===== config.mk =====
export PLATFORM = sky130hd
export DESIGN_NAME = m31_addsub_vec
export DESIGN_NICKNAME = d
export VERILOG_FILES = /design/src/rtl/m31_addsub_vec.sv
export SDC_FILE = /design/constraint.sdc
export NUM_CORES = 2
export LEC_CHECK = 0
export BUFFER_PORTS_ARGS = -buffer_cell sky130_fd_sc_hd__clkbuf_2
export CORE_AREA = 2 2 591 593
export DETAILED_ROUTE_END_ITERATION = 16
export DIE_AREA = 0 0 593 595
export PLACE_DENSITY = 0.42
export SLEW_MARGIN = 20
export SYNTH_ARGS = -nofsm -noshare
export SYNTH_HDL_FRONTEND = slang
export SYNTH_SLANG_ARGS = --single-unit

===== constraint.sdc =====
create_clock -name clk -period 8.6 [get_ports clk]
set_input_delay 1.29 -clock clk [delete_from_list [all_inputs] [get_ports clk]]
set_output_delay 1.29 -clock clk [all_outputs]
set_load 0.01 [all_outputs]

===== src/rtl/m31_addsub_vec.sv =====
// Multi-lane M31 (p = 2^31-1) add/sub/negate pipeline with valid/ready flow control.
// Each stage register loads when empty or when its contents move on, so the pipe stays full under stalls.
module m31_addsub_vec #(
  parameter int LANES  = 16,
  parameter int STAGES = 2,
  parameter int TAG_W  = 8
) (
  input  logic                clk,
  input  logic                rst,
  input  logic                in_valid_i,
  output logic                in_ready_o,
  input  logic [1:0]          op_i,
  input  logic [LANES*31-1:0] a_i,
  input  logic [LANES*31-1:0] b_i,
  input  logic [TAG_W-1:0]    tag_i,
  output logic                out_valid_o,
  input  logic                out_ready_i,
  output logic [LANES*31-1:0] res_o,
  output logic [TAG_W-1:0]    tag_o,
  output logic                err_o
);
  localparam logic [30:0] P = 31'h7FFF_FFFF;

  // Reserved op yields a zero sum, which folds to a zero result.
  function automatic logic [31:0] m31_sum(input logic [1:0] op, input logic [30:0] a,
                                          input logic [30:0] b);
    case (op)
      2'b00:   m31_sum = {1'b0, a} + {1'b0, b};
      2'b01:   m31_sum = {1'b0, a} + {1'b0, ~b};
      2'b10:   m31_sum = {1'b0, ~b};
      default: m31_sum = '0;
    endcase
  endfunction

  function automatic logic [30:0] m31_fold(input logic [31:0] s);
    logic [30:0] f;
    f = s[30:0] + {30'd0, s[31]};
    m31_fold = (f == P) ? '0 : f;
  endfunction

  logic [LANES*32-1:0] w_sum;
  logic                w_err;

  assign w_err = (op_i == 2'b11);

  always_comb begin
    w_sum = '0;
    for (int k = 0; k < LANES; k++)
      w_sum[32*k +: 32] = m31_sum(op_i, a_i[31*k +: 31], b_i[31*k +: 31]);
  end

  if (STAGES == 1) begin : g_one
    logic [LANES*31-1:0] w_res;
    logic                r_valid;
    logic [LANES*31-1:0] r_res;
    logic [TAG_W-1:0]    r_tag;
    logic                r_err;

    always_comb begin
      w_res = '0;
      for (int k = 0; k < LANES; k++)
        w_res[31*k +: 31] = m31_fold(w_sum[32*k +: 32]);
    end

    assign in_ready_o = !r_valid || out_ready_i;

    always_ff @(posedge clk) begin
      if (rst) begin
        r_valid <= 1'b0;
        r_res   <= '0;
        r_tag   <= '0;
        r_err   <= 1'b0;
      end else if (in_ready_o) begin
        r_valid <= in_valid_i;
        r_res   <= w_res;
        r_tag   <= tag_i;
        r_err   <= w_err;
      end
    end

    assign out_valid_o = r_valid;
    assign res_o       = r_res;
    assign tag_o       = r_tag;
    assign err_o       = r_err;
  end else if (STAGES == 2) begin : g_two
    logic                r_s0_valid;
    logic [LANES*32-1:0] r_s0_sum;
    logic [TAG_W-1:0]    r_s0_tag;
    logic                r_s0_err;
    logic                r_s1_valid;
    logic [LANES*31-1:0] r_s1_res;
    logic [TAG_W-1:0]    r_s1_tag;
    logic                r_s1_err;
    logic                w_s0_load;
    logic                w_s1_load;
    logic [LANES*31-1:0] w_res;

    // !v | (v & next_load) reduces to !v | next_load.
    assign w_s1_load  = !r_s1_valid || out_ready_i;
    assign w_s0_load  = !r_s0_valid || w_s1_load;
    assign in_ready_o = w_s0_load;

    always_comb begin
      w_res = '0;
      for (int k = 0; k < LANES; k++)
        w_res[31*k +: 31] = m31_fold(r_s0_sum[32*k +: 32]);
    end

    always_ff @(posedge clk) begin
      if (rst) begin
        r_s0_valid <= 1'b0;
        r_s0_sum   <= '0;
        r_s0_tag   <= '0;
        r_s0_err   <= 1'b0;
        r_s1_valid <= 1'b0;
        r_s1_res   <= '0;
        r_s1_tag   <= '0;
        r_s1_err   <= 1'b0;
      end else begin
        if (w_s0_load) begin
          r_s0_valid <= in_valid_i;
          r_s0_sum   <= w_sum;
          r_s0_tag   <= tag_i;
          r_s0_err   <= w_err;
        end
        if (w_s1_load) begin
          r_s1_valid <= r_s0_valid;
          r_s1_res   <= w_res;
          r_s1_tag   <= r_s0_tag;
          r_s1_err   <= r_s0_err;
        end
      end
    end

    assign out_valid_o = r_s1_valid;
    assign res_o       = r_s1_res;
    assign tag_o       = r_s1_tag;
    assign err_o       = r_s1_err;
  end else begin : g_bad
    $error("m31_addsub_vec: STAGES must be 1 or 2");
  end

endmodule


### Word level (Yosys, flattened, before mapping)

Index checks and enable logic that the tools add are counted.

| word-level totals | value |
|---|---|
| register bits | 1028 |

| operators by class | value |
|---|---|
| $add $sub $neg | 48 |
| equality and inequality tests | 19 |
| reduce and logical (&&, ||, !) cells | 5 |
| multiplexer cells | 32 |
| bitwise operators | 16 |

Operators with widths:

| kind | number |
|---|---|
| 32-bit one-hot mux with 3 select lines | 16 |
| 31-bit by 31-bit adder with 32-bit output | 32 |
| 31-bit by 1-bit adder with 31-bit output | 16 |
| 31-bit == test, second input constant | 16 |
| 31-bit 2-to-1 mux | 16 |
| 31-bit inverter | 16 |
| 2-bit == test, second input constant | 2 |
| 2-bit by 1-bit == test with 1-bit output, second input constant | 1 |
| 1-bit logical NOT | 2 |
| 2-bit logical NOT | 1 |
| 1-bit logical OR | 2 |

### Longest topological paths before layout

| depth | value |
|---|---|
| depth after elaboration | 3 |
| mapped depth | 21 |
| gate-level depth less buffers | 18 |

### Worst setup path before layout

Ideal clock, no wire load.

| timing | value |
|---|---|
| path type | input-to-reg |
| from | input op_i[0] |
| to | register g_two.r_s0_sum[27] |
| slack | 2805 ps |
| arrival | 5662 ps |
| library setup time | 133 ps |
| cell stages on the path | 19 |
| cells stage by stage | clkbuf_1 nand2_1 clkbuf_1 clkbuf_1 buf_1 xnor2_1 ha_1 a21o_1 a21oi_1 o21ai_0 a211oi_1 a21oi_1 a2111oi_4 a221oi_1 a211oi_1 o21ai_0 a211oi_1 a31o_2 a21oi_1 |

| on the way | value |
|---|---|
| cells in the longest elaborated chain, start to end | 2 |
| elaborated cells between the ends (all ways) | 4 |
| those cells by class | 2 x eq/ne; 1 x mux; 1 x reduce/logical |

Ends and longest elaborated chain:

| element | RTL line | RTL |
|---|---|---|
| start: declaration | 12 | `input logic [1:0] op_i,` |
| 2-bit == test, or another cell as far along | 27 | `case (op)` |
| 32-bit one-hot mux with 3 select lines * | 27 |  |
| end signal: assignment | 122 | `r_s0_sum <= w_sum;` |
| end: declaration | 87 | `logic [LANES*32-1:0] r_s0_sum;` |

Every way passes the cells marked *; elsewhere a longest branch is shown, timed or not.
A chain may end at the register's enable or synchronous reset.

### Final worst setup path

| timing | value |
|---|---|
| from | input op_i[1] |
| to | register g_two.r_s0_sum[254] |

Same word-level chain as after synthesis.

==> metrics.md <==
| Metric | Value |
|---|---|
| Global placer's final weighted congestion | `0.9625` |
| Core outline area | `347300 um2` |
| R2R setup slack | `3240 ps` |
| Ports | `1513` |
| Vias in the first global route | `75090` |
| # DRC | `0` |
| Cts bufs inserted | `145` |
| Buffers added on ports | `1512` |
| Skew final | `64.82 ps` |
| Area grow syn2layout | `22.85%` |
| R2R Path Start | `g_two.r_s0_sum[351]` |
| DRC marker count from the first detailed-route iteration | `5861` |
| RSZ-0062 raised after global routing | `no` |
| Power per cell area | `191.3 nW/um2` |
| Number of synthesized register bits | `1028` |
| Syn Nets | `11430` |
| DP Cell Count | `15430` |
| Cts repair resizes | `0` |
| Routed WL | `415300 um` |
| Wire length per cell | `26.34 um` |
| Asr flop ratio synth | `0%` |
| Clock power frac | `36.7%` |
| Layout Nets | `12620` |
| Postcts setup bufs | `0` |
| Die Area | `352800 um2` |
| Cell internal pwr | `0.01147 W` |
| Kind of critical path | `in2reg` |
| Crit. End Element | `flop` |
| Post-synth EDFFs | `0` |
| Max-slew violation count | `0` |
| GRT overflow | `0` |
| Post-synth top flop | `dfxtp_1` |
| First-pass GRT wire length | `575500 um` |
| Status | `finished clean` |
| Yosys warns | `0` |
| Largest net degree at the start of global routing | `191` |
| Required time worst endpoint | `9300 ps` |
| Worst skew pair latency | `850 ps` |
| Initial antenna violation count | `157` |
| Clock transition at the registers of the reported paths | `50 ps` |
| Worst min path class | `reg2reg` |
| Worst Path Arrival | `7200 ps` |
| Initial core utilization | `21.97%` |
| Clk buf depth | `4` |
| Final core occ | `26.99%` |
| Switching part of the total | `36.01%` |
| Non-filler instance count after layout | `15770` |
| Slew HR | `28.34%` |
| Final hold violations | `0` |
| Crit path launch | `op_i[1]` |
| Core Rows | `217` |
| Critical path peak fanout | `57` |
| Tmin final | `6497 ps` |
| Crit path capture | `g_two.r_s0_sum[254]` |
| MaxCap Viol Count | `0` |
| Die H | `595 um` |
| Critical Path Start Type | `primary input` |
| Seq/Total Area, Yosys | `26.98%` |
| Cell count after synthesis | `9792` |
| Worst Max-Slew Pin Slew | `1075 ps` |
| Overall routing resource usage | `22.45%` |
| Post-synthesis instance area | `76290 um2` |
| Avg Inst Size Synth | `7.791 um2` |
| Setup TNS | `0 ps` |
| Sequential share of power | `32.7%` |
| Fin crit share | `75.54%` |
| Distinct cells, synth | `90` |
| Vias per std cell | `4.999` |
| Routed via count | `78810` |
| Worst hold slack | `448.1 ps` |
| DP HPWL | `332100 um` |
| Hold_buf cts | `0` |
| Leakage power | `37.61 nW` |
| Final setup violation count | `0` |
| Fmax | `0.1539 GHz` |
| R2R Path End | `res_o[321]` |
| CTS tree | `built` |
| Die extent in x | `593 um` |
| Reg2Reg Depth | `12` |
| Sw Pwr | `0.006455 W` |
| H-tree levels | `4` |
| Antenna Nets Post-Route | `0` |
| Share of cells above drive strength 1 | `17.29%` |
| Max VDD drop | `0.1230 mV` |
| Logic pwr share | `30.6%` |
| Clock root cell | `clkbuf_16` |
| Drt pass-1 iters | `6` |
| Clk sink count | `1028` |
-- stage by stage --
stage	setup WS (ps)	instance area, um2	total power, W
2_1_floorplan	2805	76290	0.009305
3_3_place_gp	1315	88450	0.01145
3_5_place_dp	1315	88450	0.01139
4_1_cts	2196	93530	0.01810
5_1_grt	1860	93670	0.01888
6_report	2103	93720	0.01792
-- cells by family (layout without fill, tap and decap cells) --
| family | count (synthesis) | in the layout | synth area share [%] |
|---|---|---|---|
| and+or+nand+nor | 3064 | 3064 | 18.44 |
| AOI/OAI and AO/OA | 2933 | 2933 | 24.11 |
| xor gates and xnor gates | 1408 | 1408 | 16.17 |
| DFF | 1028 | 1028 | 26.98 |
| buffers and inverters | 716 | 2014 | 3.625 |
| adders and majority gates | 636 | 636 | 10.59 |
| muxes | 7 | 7 | 0.09677 |
| other | 0 | 76 | 0 |
-- how the worst min path moves through the flow --
| stage | startpoint | end | slack, ps | depth (start not counted) |
|---|---|---|---|---|
| floorplan | g_two.r_s0_sum[191] | g_two.r_s0_sum[191] | 430 | 2 |
| global placement | res_o[155] | res_o[155] | 430 | 2 |
| detailed placement | res_o[441] | res_o[441] | 440 | 2 |
| CTS | res_o[20] | res_o[20] | 450 | 2 |
| global route | res_o[15] | res_o[15] | 470 | 2 |
| finish | res_o[205] | res_o[205] | 450 | 2 |
-- placed cells by master, fill, tap and decap left out, types with 34 or more instances in the layout --
master     synthesis  final
nand3_1          325    325
a21o_1           232    232
nor4_1            44     44
and4_1            34     34
o21ai_0         1061   1058
a211oi_1         116    116
nand4_1          175    175
nor2_1           850    844
xnor2_1          935    935
a21oi_1          618    617
a31oi_1           83     83
or3_1             43     42
o21bai_1          52     52
nand2_1         1055   1054
diode_2            0     76
ha_1             620    620
and2_1            38     37
o221ai_1         315    315
nor2b_1           44     43
o211ai_1          69     69
clkbuf_16          0    149
dfxtp_1         1028   1028
and3_1            95     95
o22ai_1           63     63
o21a_1            42     42
xor2_1           473    473
inv_1            155    154
buf_4              0     71
clkbuf_2          10   1509
nand2b_1          67     65
nor3_1           179    179
-- metal layers --
| layer | vias to the layer above | GRT usage (%) | share of wire, % |
|---|---|---|---|
| li1 | 37770 | - | - |
| met1 | 37910 | 28.71 | 43 |
| met2 | 2487 | 35.96 | 45 |
| met3 | 576 | 5.735 | 7.4 |
| met4 | 68 | 8.512 | 3.7 |
| met5 | - | 0 | 0.11 |
-- flip-flops by register name, summed over array words and instances, names as in the netlist --
signal	count
g_two.r_s0_sum	512
res_o	496
g_two.r_s0_tag	8
tag_o	8
err_o	1
g_two.r_s0_err	1
g_two.r_s0_valid	1
out_valid_o	1
-- critical path, cell delays in order --
cell and delay [ps]:
buf_8 400, inv_6 310, nand2_4 500, buf_4 410, xnor2_1 160, ha_1 230
fa_1 240, nand3_1 150, a2111oi_0 610, nor4bb_1 210, o41ai_2 930, nand4_1 250
a31oi_1 390, a221o_1 210, a21o_1 150, or3b_1 110, a31oi_1 80, xor2_1 150
a211oi_1 230
-- final cells by class --
cell class / instances / area, um2
inverter: 156 / 598.1
multi-input combinational: 8048 / 53050
clock inverter: 68 / 1008
clock buffer: 190 / 4073
tap: 4599 / 5754
fill: 38380 / 253500
sequential: 1028 / 20580
timing repair buffer: 1600 / 8467
antenna: 76 / 190.2
-- synth_stat cells, types with 52 or more instances --
library cell / n / area (um2)
and3_1: 95 / 594.3
nor2_1: 850 / 3191
a211oi_1: 116 / 870.8
dfxtp_1: 1028 / 20580
buf_1: 55 / 206.5
a21o_1: 232 / 1742
inv_1: 155 / 581.8
o21bai_1: 52 / 390.4
o211ai_1: 69 / 518.0
xor2_1: 473 / 4143
ha_1: 620 / 7757
nand3_1: 325 / 1627
a31oi_1: 83 / 519.3
o21ai_0: 1061 / 5310
nand4_1: 175 / 1095
o22ai_1: 63 / 394.1
a21oi_1: 618 / 3093
nand2b_1: 67 / 419.2
nor3_1: 179 / 895.9
clkbuf_1: 456 / 1712
nand2_1: 1055 / 3960
o221ai_1: 315 / 2759
xnor2_1: 935 / 8189
-- power by group through the flow --
| stage | Combinational, W | Clock, W | Sequential, W |
|---|---|---|---|
| after floorplan | 0.00356 | 0 | 0.00574 |
| after detailed placement | 0.00543 | 0 | 0.00596 |
| after global placement | 0.00549 | 0 | 0.00595 |
| after global routing | 0.00603 | 0.00693 | 0.00593 |
| after CTS | 0.00547 | 0.00677 | 0.00586 |
| final | 0.00548 | 0.00658 | 0.00587 |
No activity file was read; power rests on OpenSTA's default activity.
